## src/rtl/fg_pkg.sv

```systemverilog
`default_nettype none
// ============================================================================
// Module   : fg_pkg
// Brief    : Shared defaults and width helper for the foreground classifier.
// Revision : 1.0 - initial release
// ============================================================================
package fg_pkg;

  localparam int PX_W_DEF     = 8;
  localparam int NCH_DEF      = 3;
  localparam int CNT_W_DEF    = 20;
  localparam int ALPHA_SH_DEF = 3;

  // Sum of NCH values of PX_W bits each cannot overflow this width.
  function automatic int calc_diff_w(input int px_w, input int nch);
    return px_w + $clog2(nch);
  endfunction

endpackage
`default_nettype wire

```

## src/rtl/px_absdiff.sv

```systemverilog
`default_nettype none
// ============================================================================
// Module   : px_absdiff
// Brief    : Unsigned absolute difference of two PX_W-bit channel values.
// Revision : 1.0 - initial release
// ============================================================================
module px_absdiff #(
  parameter int PX_W = 8
) (
  input  logic [PX_W-1:0] a,
  input  logic [PX_W-1:0] b,
  output logic [PX_W-1:0] d
);

  always_comb begin
    d = (a >= b) ? (a - b) : (b - a);
  end

endmodule
`default_nettype wire

```

## src/rtl/fg_classify_stream.sv

```systemverilog
`default_nettype none
// ============================================================================
// Module   : fg_classify_stream
// Brief    : Two-stage streaming foreground classifier with per-frame count.
//            Optional background update output enabled by FG_BG_UPDATE_EN.
// Revision : 1.0 - initial release
// ============================================================================
module fg_classify_stream
  import fg_pkg::*;
#(
  parameter  int PX_W     = PX_W_DEF,
  parameter  int NCH      = NCH_DEF,
  parameter  int CNT_W    = CNT_W_DEF,
  parameter  int ALPHA_SH = ALPHA_SH_DEF,
  localparam int DIFF_W   = calc_diff_w(PX_W, NCH)
) (
  input  logic                  clk,
  input  logic                  rst,
  input  logic                  in_valid,
  output logic                  in_ready,
  input  logic [NCH*PX_W-1:0]   in_img,
  input  logic [NCH*PX_W-1:0]   in_bg,
  input  logic                  in_sof,
  input  logic                  in_eof,
  input  logic [DIFF_W-1:0]     threshold,
  output logic                  out_valid,
  input  logic                  out_ready,
  output logic [PX_W-1:0]       out_bin,
  output logic                  out_fg,
  output logic                  out_sof,
  output logic                  out_eof,
  output logic [CNT_W-1:0]      fg_count,
  output logic                  count_valid
`ifdef FG_BG_UPDATE_EN
  ,
  output logic [NCH*PX_W-1:0]   bg_upd
`endif
);

  logic adv, in_fire, out_fire;
  logic [NCH-1:0][PX_W-1:0] absd;

  generate
    for (genvar g = 0; g < NCH; g++) begin : g_ch
      px_absdiff #(.PX_W(PX_W)) u_absdiff (
        .a(in_img[g*PX_W +: PX_W]),
        .b(in_bg[g*PX_W +: PX_W]),
        .d(absd[g])
      );
    end
  endgenerate

  logic                     s1_valid_q, s1_valid_d;
  logic [NCH-1:0][PX_W-1:0] s1_absd_q, s1_absd_d;
  logic                     s1_sof_q, s1_sof_d, s1_eof_q, s1_eof_d;
  logic [DIFF_W-1:0]        s1_thr_q, s1_thr_d, thr_q, thr_d;
  logic                     out_valid_q, out_valid_d;
  logic [PX_W-1:0]          out_bin_q, out_bin_d;
  logic                     out_fg_q, out_fg_d, out_sof_q, out_sof_d, out_eof_q, out_eof_d;
  logic [CNT_W-1:0]         acc_q, acc_d, acc_next, fg_count_q, fg_count_d;
  logic                     count_valid_q, count_valid_d;
  logic [DIFF_W-1:0]        diff_sum;
  logic                     fg;

  assign adv      = !out_valid_q || out_ready;
  assign in_ready = adv;
  assign in_fire  = in_valid && adv;
  assign out_fire = out_valid_q && out_ready;

  always_comb begin
    diff_sum = '0;
    for (int c = 0; c < NCH; c++) begin
      diff_sum = diff_sum + DIFF_W'(s1_absd_q[c]);
    end
    fg = s1_valid_q && (diff_sum >= s1_thr_q);
  end

  always_comb begin
    s1_valid_d    = s1_valid_q;
    s1_absd_d     = s1_absd_q;
    s1_sof_d      = s1_sof_q;
    s1_eof_d      = s1_eof_q;
    s1_thr_d      = s1_thr_q;
    thr_d         = thr_q;
    out_valid_d   = out_valid_q;
    out_bin_d     = out_bin_q;
    out_fg_d      = out_fg_q;
    out_sof_d     = out_sof_q;
    out_eof_d     = out_eof_q;
    acc_d         = acc_q;
    acc_next      = acc_q;
    fg_count_d    = fg_count_q;
    count_valid_d = 1'b0;

    if (in_fire && in_sof) thr_d = threshold;

    // Each pixel carries its own threshold so a later sof cannot retune it in flight.
    if (adv) begin
      s1_valid_d  = in_valid;
      s1_absd_d   = absd;
      s1_sof_d    = in_sof;
      s1_eof_d    = in_eof;
      s1_thr_d    = in_sof ? threshold : thr_q;
      out_valid_d = s1_valid_q;
      out_fg_d    = fg;
      out_bin_d   = {PX_W{fg}};
      out_sof_d   = s1_valid_q && s1_sof_q;
      out_eof_d   = s1_valid_q && s1_eof_q;
    end

    if (out_fire) begin
      if (out_sof_q) begin
        acc_next = CNT_W'(out_fg_q);
      end else if (acc_q != {CNT_W{1'b1}}) begin
        acc_next = acc_q + CNT_W'(out_fg_q);
      end
      if (out_eof_q) begin
        fg_count_d    = acc_next;
        count_valid_d = 1'b1;
        acc_d         = '0;
      end else begin
        acc_d = acc_next;
      end
    end
  end

  always_ff @(posedge clk or posedge rst) begin
    if (rst) begin
      s1_valid_q    <= 1'b0;
      s1_absd_q     <= '0;
      s1_sof_q      <= 1'b0;
      s1_eof_q      <= 1'b0;
      s1_thr_q      <= '0;
      thr_q         <= '0;
      out_valid_q   <= 1'b0;
      out_bin_q     <= '0;
      out_fg_q      <= 1'b0;
      out_sof_q     <= 1'b0;
      out_eof_q     <= 1'b0;
      acc_q         <= '0;
      fg_count_q    <= '0;
      count_valid_q <= 1'b0;
    end else begin
      s1_valid_q    <= s1_valid_d;
      s1_absd_q     <= s1_absd_d;
      s1_sof_q      <= s1_sof_d;
      s1_eof_q      <= s1_eof_d;
      s1_thr_q      <= s1_thr_d;
      thr_q         <= thr_d;
      out_valid_q   <= out_valid_d;
      out_bin_q     <= out_bin_d;
      out_fg_q      <= out_fg_d;
      out_sof_q     <= out_sof_d;
      out_eof_q     <= out_eof_d;
      acc_q         <= acc_d;
      fg_count_q    <= fg_count_d;
      count_valid_q <= count_valid_d;
    end
  end

  assign out_valid   = out_valid_q;
  assign out_bin     = out_bin_q;
  assign out_fg      = out_fg_q;
  assign out_sof     = out_sof_q;
  assign out_eof     = out_eof_q;
  assign fg_count    = fg_count_q;
  assign count_valid = count_valid_q;

`ifdef FG_BG_UPDATE_EN
  logic [NCH*PX_W-1:0] s1_img_q, s1_img_d, s1_bg_q, s1_bg_d;
  logic [NCH*PX_W-1:0] bg_upd_q, bg_upd_d, bg_next;

  // Arithmetic shift keeps the blend between bg and img, so truncation is safe.
  always_comb begin : p_bg_next
    logic signed [PX_W+1:0] img_s, bg_s;
    img_s   = '0;
    bg_s    = '0;
    bg_next = s1_bg_q;
    for (int c = 0; c < NCH; c++) begin
      img_s = $signed({2'b00, s1_img_q[c*PX_W +: PX_W]});
      bg_s  = $signed({2'b00, s1_bg_q[c*PX_W +: PX_W]});
      if (!fg) bg_next[c*PX_W +: PX_W] = PX_W'(bg_s + ((img_s - bg_s) >>> ALPHA_SH));
    end
  end

  always_comb begin
    s1_img_d = s1_img_q;
    s1_bg_d  = s1_bg_q;
    bg_upd_d = bg_upd_q;
    if (adv) begin
      s1_img_d = in_img;
      s1_bg_d  = in_bg;
      bg_upd_d = bg_next;
    end
  end

  always_ff @(posedge clk or posedge rst) begin
    if (rst) begin
      s1_img_q <= '0;
      s1_bg_q  <= '0;
      bg_upd_q <= '0;
    end else begin
      s1_img_q <= s1_img_d;
      s1_bg_q  <= s1_bg_d;
      bg_upd_q <= bg_upd_d;
    end
  end

  assign bg_upd = bg_upd_q;
`else
  logic unused_alpha;
  assign unused_alpha = (ALPHA_SH != 0);
`endif

endmodule
`default_nettype wire

```

## config.mk

```make
export PLATFORM = sky130hd
export DESIGN_NAME = fg_classify_stream
export DESIGN_NICKNAME = d
export VERILOG_FILES = /design/src/rtl/fg_pkg.sv /design/src/rtl/px_absdiff.sv /design/src/rtl/fg_classify_stream.sv
export SDC_FILE = /design/constraint.sdc
export NUM_CORES = 1
export LEC_CHECK = 0
export CORE_MARGIN = 1.5
export CORE_UTILIZATION = 44
export DETAILED_ROUTE_END_ITERATION = 8
export PLACE_DENSITY_LB_ADDON = 0.25
export RECOVER_POWER = 50
export SLEW_MARGIN = 20
export SYNTH_ARGS = -nofsm -noshare
export SYNTH_HDL_FRONTEND = slang
export SYNTH_SLANG_ARGS = --single-unit
export TNS_END_PERCENT = 50
```

## constraint.sdc

```tcl
create_clock -name clk -period 5.4 [get_ports clk]
set_clock_uncertainty 0.05 [all_clocks]
set_input_delay 0.81 -clock clk [delete_from_list [all_inputs] [get_ports clk]]
set_output_delay 0.81 -clock clk [all_outputs]
set_load 0.02 [all_outputs]
```

==> flow_summary.toml, run 1 <==
[global_routing]
grtUsageTotal = 0.179
grt_pass1_wl_mm = 23.5
grt_max_degree = 62
antenna_found_initial = 0
grt_pass1_vias = 5050
overflow = 0

[cells_and_area]
regArea_mm2 = 0.00230
drive_gt1_frac = 0.0497
finalInstanceArea_mm2 = 0.00811
final_cell_mix = "dfrtp_1, inv_1, nand2_1"
final_nets = 983
antennaDiodeCount = 0
fill_cells = 1428
multi_input_area_mm2 = 0.00395
syn_to_final_growth_pct = 20.4
layout_commonest_cell = "dfrtp_1"

[critical_path]
start_kind = "primary input"
cp-end-kind = "primary output"
cp.arrival_ns = 2.61
ff2ff_path_depth = 17
required_ns = 4.54
cp_max_fo = 37
crit_type = "primary input to primary output"

[floorplanning]
die_width_um = 127
coreArea_mm2 = 0.0151
dieArea_mm2 = 0.0161
num_rows = 45
die-height_um = 127
ios = 98
start_util = 0.446

[synthesis]
netlist-cell-type-count = 54
async_reset_ff_frac = 1.00
synth_top_area_frac = 0.342
synth_edf_count = 0
avgSynthCellArea_um2 = 8.78
synth_compound_area_frac = 0.156
muxShareOfSynthArea = 0.0600
synthTopCellsByArea = "dfrtp_1, ha_1, o21ai_0"
post_synth_inst_count = 767
synth-seq-area-share = 0.342
synth_xor_area_frac = 0.0481
synth_top_family_by_area = "adder cells"
syn_area_mm2 = 0.00673
synth_top_cell_by_area = "dfrtp_1"
yosys.area_share.simple = 0.158
synthAdderAreaFrac = 0.164
synth-seq-cells = 92
synthesis.nets = 910
ys.flop_type = "dfrtp_1"
yosys_warnings = 0

[timing]
hold_viol = 0
hold_ws_ns = 0.422
rsz0062_at_grt = "no"
fin_crit_sh = 0.643
relSlewSlack = -0.0111
final.setup.tns_ns = 0
period_minus_slack_ns = 3.47
worstMarginPinSlew_ns = 1.52
setup_viol = 0
fmax_mhz = 288
slew_violations = 62

[power_and_ir_drop]
p_sw_frac = 0.353
power_density_mw_per_mm2 = 358
p_sw_w = 0.00102
p_leak_nw = 3.85
comb_power_share = 0.451
internal_power_w = 0.00188
seqPwrFrac = 0.307
ir_worst_vdd_uv = 219
pwr-share-clk = 0.241

[detailed_routing]
avgViaCountPerCell = 5.17
wl_mm = 13.7
drc = 0
firstDrtPassIters = 4
dr_total_vias = 5336
drt-initial-drc-count = 244
ant_nets = 0
wl_per_cell_um = 13.2

[placement]
place_area_mm2 = 0.00777
place_hpwl_mm = 10.6
numPortBuffers = 97
place.gp.congestion = 0.841

[clocking]
cts_hold_buf = 0
cts_max_path_buffers = 2
h-tree-depth = 3
post_cts_buffers = 0
clk_pin_slew_ns = 0.06
cts_buffers = 9
cts_sinks = 92
clock_latency_ns = 0.34
cts_tree = "built"
root_buffer = "clkbuf_16"
ctsResizeCount = 0

[run_status]
outcome = "finished with violations"
failed_checks = "max-capacitance violations, max-slew violations"

[hold_path]
hold_class = "register to register"
hold_path_depth = 2

[run]
timing.max_cap.violations = 1
-- power by group through the flow --
stage	clock network [W]	logic [W]	registers, W
3_5_place_dp	0	0.00133	0.000908
2_1_floorplan	0	0.00101	0.000890
4_1_cts	0.000717	0.00133	0.000895
6_report	0.000700	0.00131	0.000891
3_3_place_gp	0	0.00129	0.000903
5_1_grt	0.000745	0.00152	0.000909
-- final timing paths --
kind	start	end	slack [ns]
setup / recovery	out_ready	in_ready	1.93
hold / removal	fg_count[11]	fg_count[11]	0.42
setup reg to reg	s1_absd_q[1]	out_fg	2.24
hold reg to reg	fg_count[11]	fg_count[11]	0.42
max in group asynchronous	rst	fg_count[7]	2.05
min in group asynchronous	rst	thr_q[7]	1.19
-- per-layer routing --
layer / vias to the layer above / part of all wire / GRT usage
li1: 2743 / - / -
met1: 2481 / 0.48 / 0.236
met2: 100 / 0.48 / 0.309
met3: 12 / 0.028 / 0.0224
met4: 0 / 0.013 / 0.0528
met5: - / 0 / 0
-- cell type report --
class,count,share of cell area
Clock buffer,13,0.0333
Sequential cell,92,0.284
Multi-Input combinational cell,559,0.487
Inverter,77,0.0358
Tap cell,188,0.0290
Timing Repair Buffer,101,0.123
Clock inverter,3,0.00834
-- worst max-delay path: stages --
cell	delay (ns)
dlygate4sd3_1	0.63
nor2b_2	0.13
buf_4	0.35
inv_1	0.13
clkdlybuf4s50_1	0.56
-- registers in the layout, indices dropped and copies added, names as in the netlist --
| register | count |
|---|---|
| fg_count | 20 |
| s1_eof_q | 1 |
| count_valid | 1 |
| s1_sof_q | 1 |
| out_eof | 1 |
| out_sof | 1 |
| s1_thr_q | 10 |
| s1_valid_q | 1 |
| out_fg | 1 |
| acc_q | 20 |
| out_valid | 1 |
| thr_q | 10 |
| s1_absd_q | 24 |
-- stage by stage --
step / setup WS [ns] / util / std cells / total power, W
floorplan: 2.15 / - / 767 / 0.00190
global placement: 1.93 / 0.515 / 1017 / 0.00220
detailed placement: 1.86 / 0.515 / 1017 / 0.00223
CTS: 2.03 / 0.538 / 1033 / 0.00295
global route: 1.50 / 0.537 / 1033 / 0.00317
finish: 1.93 / 0.537 / 1033 / 0.00290
-- kinds of logic (layout without fill, tap and decap cells) --
kind of cell / count (synthesis) / count (layout)
xor+xnor: 37 / 37
flops: 92 / 92
mux: 39 / 39
fa+ha+maj: 79 / 79
compound gates: 177 / 177
simple gates: 227 / 227
buf+inv: 116 / 194
-- synth_stat cells (all sizes together), types with 13 or more instances --
cell type and instances:
and3 13, nor2 65, a31oi 14, o21ai 66
dfrtp 92, clkbuf 28, a21o 15, nand3 16
inv 77, xnor2 25, a21oi 49, mux2i 28
ha 64, o31ai 13, fa 15, nand2 75
Power figures use the tool's default switching activity.
==> run 2: changes to the inputs <==
- clock period: 5.4 -> 3 ns (I/O delays scaled with it)
==> flow_summary.toml, run 2 (synthesized netlist as in run 1, its figures left out) <==
[run_status]
outcome = "completed"

[power_and_ir_drop]
internal_power_w = 0.00342
p_sw_frac = 0.359
p_leak_nw = 3.89
ir_worst_vdd_uv = 439
pwr-share-clk = 0.211
power_density_mw_per_mm2 = 643
p_sw_w = 0.00191
seqPwrFrac = 0.298
comb_power_share = 0.491

[critical_path]
worst-path-buf-inv = 3
cp-end-kind = "register"
required_ns = 3.17
r2r_setup_slack_ns = 0.04
crit_type = "register to register"
critical_path.slowest_cell = "fa_1"
cp.arrival_ns = 3.13
crit_path_max_incr_delay_ns = 0.40
cp_max_fo = 2
crit_chain = "inv_2 > fa_1 > inv_1 > ha_2 > inv_2 > fa_2 > nor2b_1 > o21ai_1 > nand2b_1 > a21o_1 > a21o_1 > xor2_1 > ha_1 > and3_1 > o211ai_1 > a31oi_1"
path_delay_family = "adder cells"
start_kind = "register"

[run]
timing.max_cap.violations = 0

[global_routing]
grt_pass1_wl_mm = 24.2
grt_pass1_vias = 5319
grtUsageTotal = 0.181
grt_max_degree = 50
antenna_found_initial = 0
overflow = 0

[placement]
place_hpwl_mm = 10.9
place_area_mm2 = 0.00800
place_inst = 1045
numPortBuffers = 97
place.gp.congestion = 0.850

[timing]
fin_crit_sh = 0.986
period_minus_slack_ns = 2.96
rsz0062_at_grt = "yes"
hold_viol = 0
fmax_mhz = 338
setup_viol = 0
final.setup.tns_ns = 0
worstMarginPinSlew_ns = 1.42
slew_violations = 0
relSlewSlack = 0.0527

[clocking]
cts_tree = "built"
cts_max_path_buffers = 2
root_buffer = "clkbuf_16"
cts_buffers = 9
h-tree-depth = 3
clk_pin_slew_ns = 0.06
cts_sinks = 92
clock_latency_ns = 0.34

[floorplanning]
die_width_um = 127
num_rows = 45
dieArea_mm2 = 0.0161
ios = 98
coreArea_mm2 = 0.0151
die-height_um = 127
start_util = 0.446

[cells_and_area]
syn_to_final_growth_pct = 23.2
final_nets = 1012
finalNonFillerCells = 1062
drive_gt1_frac = 0.0892
fill_cells = 1412
finalInstanceArea_mm2 = 0.00829
fin_util = 0.550
final_cell_mix = "clkdlybuf4s50_1, dfrtp_1, nand2_1"
multi_input_area_mm2 = 0.00396
antennaDiodeCount = 0
regArea_mm2 = 0.00230
top_register = "s1_absd_q"
layout_commonest_cell = "clkdlybuf4s50_1"
largest_reg_flops = 24

[detailed_routing]
wl_mm = 13.8
ant_nets = 0
drc = 0
firstDrtPassIters = 4
avgViaCountPerCell = 5.13
drt-initial-drc-count = 266
dr_total_vias = 5451
wl_per_cell_um = 13.0

[hold_path]
hold_class = "register to register"
run 2: cell types whose count changed in the layout (fill, tap and decap cells not counted), moves of 2 or more:
cell             previous run  this run
clkbuf_8                    3         1
o21ai_0                    66        63
inv_2                       0         4
o21ai_1                     0         3
buf_4                       2        30
clkinv_2                    0         2
dlygate4sd3_1              24         2
inv_1                      76        72
clkdlybuf4s50_1            73        95
run 2: worst paths after layout:
check / start / endpoint / depth (start not counted)
setup / recovery: s1_absd_q[9] / out_fg / 16
hold / removal: s1_sof_q / s1_sof_q / 2
setup reg to reg: s1_absd_q[9] / out_fg / 16
hold reg to reg: s1_sof_q / s1_sof_q / 2
max in group asynchronous: rst / acc_q[7] / 3
min in group asynchronous: rst / out_sof / 2
run 2: timing repair:
action                                  4_1_cts  5_1_grt
endpoints found under the setup margin        1        1
gates resized for setup                       7        4
hold buffers                                  0        0
setup buffers                                 0        1
pin swaps                                     4        6
run 2: worst min-delay path: stages, from the launching register on:
cell and delay, ns:
dfrtp_1 0.35, nand2_1 0.05, nand2_1 0.05
run 2: cell type report:
cell class / count / area share
Clock buffer: 12 / 0.0297
Clock inverter: 4 / 0.00589
Inverter: 77 / 0.0350
Multi-Input combinational cell: 559 / 0.477
Sequential cell: 92 / 0.278
Tap cell: 188 / 0.0284
Timing Repair Buffer: 130 / 0.146
run 2: per-stage QoR:
| step | worst slack (ns) | hold slack, ns | power [W] |
|---|---|---|---|
| 6_report | 0.0425 | 0.425 | 0.00533 |
| 5_1_grt | -0.146 | 0.458 | 0.00581 |
| 4_1_cts | 0.00640 | 0.344 | 0.00534 |
| 3_5_place_dp | -0.0860 | 0.417 | 0.00416 |
| 3_3_place_gp | -0.0288 | 0.403 | 0.00410 |
| 2_1_floorplan | 0.0759 | 0.388 | 0.00342 |
run 2: layer usage:
layer	track usage	routed length, um	vias up
li1	-	-	2799
met1	0.236	6420	2539
met2	0.320	6750	101
met3	0.0257	474	12
met4	0.0434	142	0
met5	0	0	-
run 2: power groups by stage:
stage / clock [W] / sequential [W] / combinational [W]
3_3_place_gp: 0 / 0.00161 / 0.00249
5_1_grt: 0.00119 / 0.00162 / 0.00300
2_1_floorplan: 0 / 0.00160 / 0.00181
3_5_place_dp: 0 / 0.00162 / 0.00254
6_report: 0.00112 / 0.00159 / 0.00262
4_1_cts: 0.00115 / 0.00159 / 0.00260
==> run 3: changes to the inputs <==
- CORE_UTILIZATION: 44 -> 40
==> flow_summary.toml, run 3 (synthesized netlist as in run 1, its figures left out) <==
[run_status]
outcome = "completed"

[placement]
place_hpwl_mm = 11.3
place_inst = 1076
numPortBuffers = 97
dp_slack_ns = -0.0494
place.gp.congestion = 0.840

[cells_and_area]
antennaDiodeCount = 0
syn_to_final_growth_pct = 24.1
drive_gt1_frac = 0.0858
largest_reg_flops = 24
fill_cells = 1585
final_cell_mix = "clkdlybuf4s50_1, dfrtp_1, nand2_1"
final_nets = 1012
finalNonFillerCells = 1094
top_register = "s1_absd_q"
fin_util = 0.506
layout_commonest_cell = "clkdlybuf4s50_1"

[timing]
worstMarginPinSlew_ns = 1.39
final.setup.tns_ns = 0
period_minus_slack_ns = 3.00
hold_viol = 0
slew_violations = 0
layout_setup_ws_ns = 0.00219
relSlewSlack = 0.0754
setup_viol = 0
rsz0062_at_grt = "yes"
fmax_mhz = 334
fin_crit_sh = 0.999

[clocking]
root_buffer = "clkbuf_16"
cts_tree = "built"
clk_pin_slew_ns = 0.06
cts_buffers = 9
cts_max_path_buffers = 2
cts_sinks = 92
clock_latency_ns = 0.35
h-tree-depth = 3

[power_and_ir_drop]
comb_power_share = 0.491
p_sw_w = 0.00194
internal_power_w = 0.00346
seqPwrFrac = 0.293
p_leak_nw = 3.90
p_sw_frac = 0.360
power_density_mw_per_mm2 = 646
pwr-share-clk = 0.216
ir_worst_vdd_uv = 403

[hold_path]
hold_start = "s1_sof_q"
hold_class = "register to register"

[floorplanning]
dieArea_mm2 = 0.0176
ios = 98
die-height_um = 133
start_util = 0.407
die_width_um = 133
coreArea_mm2 = 0.0165
num_rows = 47

[global_routing]
grtUsageTotal = 0.175
grt_pass1_wl_mm = 25.4
overflow = 0
grt_pass1_vias = 5530
antenna_found_initial = 0
grt_max_degree = 39

[detailed_routing]
drt-initial-drc-count = 279
dr_total_vias = 5425
ant_nets = 0
avgViaCountPerCell = 4.96
drc = 0
wl_mm = 14.2
wl_per_cell_um = 13.0
firstDrtPassIters = 4

[critical_path]
start_kind = "register"
cp.arrival_ns = 3.17
r2r_setup_slack_ns = 0.002
crit_type = "register to register"
startpoint = "s1_absd_q[17]"
critical_path.slowest_cell = "fa_1"
r2r-start = "s1_absd_q[17]"
cp_max_fo = 2
crit_path_max_incr_delay_ns = 0.41
crit_chain = "inv_1 > fa_1 > inv_1 > ha_2 > inv_2 > fa_2 > nor2b_1 > o21ai_1 > nand2b_1 > a21o_1 > a21o_1 > a21oi_2 > nor2_1 > ha_1 > and3_1 > o211ai_1 > a31oi_1"
required_ns = 3.17
cp-end-kind = "register"

[run]
timing.max_cap.violations = 0
==> run 3: power groups by stage <==
stage	Clock [W]	Combinational, W	Sequential, W
global route	0.00124	0.00303	0.00161
finish	0.00117	0.00265	0.00158
floorplan	0	0.00181	0.00160
global placement	0	0.00252	0.00160
CTS	0.00120	0.00265	0.00159
detailed placement	0	0.00257	0.00161
==> run 3: path summary, 6_finish.rpt <==
path | to | depth (start not counted)
worst max register to register | out_fg | 17
worst max-delay path | out_fg | 17
max in group asynchronous | fg_count[7] | 3
min in group asynchronous | acc_q[14] | 2
worst min register to register | s1_sof_q | 2
worst min-delay path | s1_sof_q | 2
==> run 3: per-stage QoR <==
stage	hold slack, ns	cell area (um^2)	power, W
after floorplan	0.388	6730	0.00342
after CTS	0.331	8370	0.00543
after global routing	0.444	8360	0.00588
after detailed placement	0.411	8050	0.00417
final	0.420	8360	0.00540
after global placement	0.403	8050	0.00413
==> run 3: layout make-up <==
| type | count | area (um^2) | share of cell area |
|---|---|---|---|
| clock inverters | 4 | 47.5 | 0.00569 |
| well taps | 220 | 275 | 0.0329 |
| multi-input cells | 559 | 3960 | 0.473 |
| inverters | 77 | 290 | 0.0347 |
| clock buffers | 12 | 256 | 0.0307 |
| flip-flops and latches | 92 | 2300 | 0.275 |
| repair buffers | 130 | 1230 | 0.147 |
==> run 3: what timing repair did <==
action / CTS / global route
resized for setup: 7 / 3
endpoints found under the setup margin: 1 / 1
hold buffers: 0 / 0
setup buffers: 0 / 2
pin swaps: 4 / 13
==> run 3: routing by layer <==
layer | share of wire | vias up | global-route usage
li1 | - | 2801 | -
met1 | 0.46 | 2535 | 0.218
met2 | 0.50 | 78 | 0.308
met3 | 0.029 | 11 | 0.0341
met4 | 0.010 | 0 | 0.0470
met5 | 0 | - | 0
==> run 3: critical path: cells and delay by family (launching register included) <==
| kind | cells | cell delay, ns |
|---|---|---|
| buffers and inverters | 3 | 0.21 |
| adders and majority gates | 4 | 1.17 |
| and+or+nand+nor | 4 | 0.52 |
| DFF | 1 | 0.35 |
| AOI/OAI and AO/OA | 6 | 0.57 |
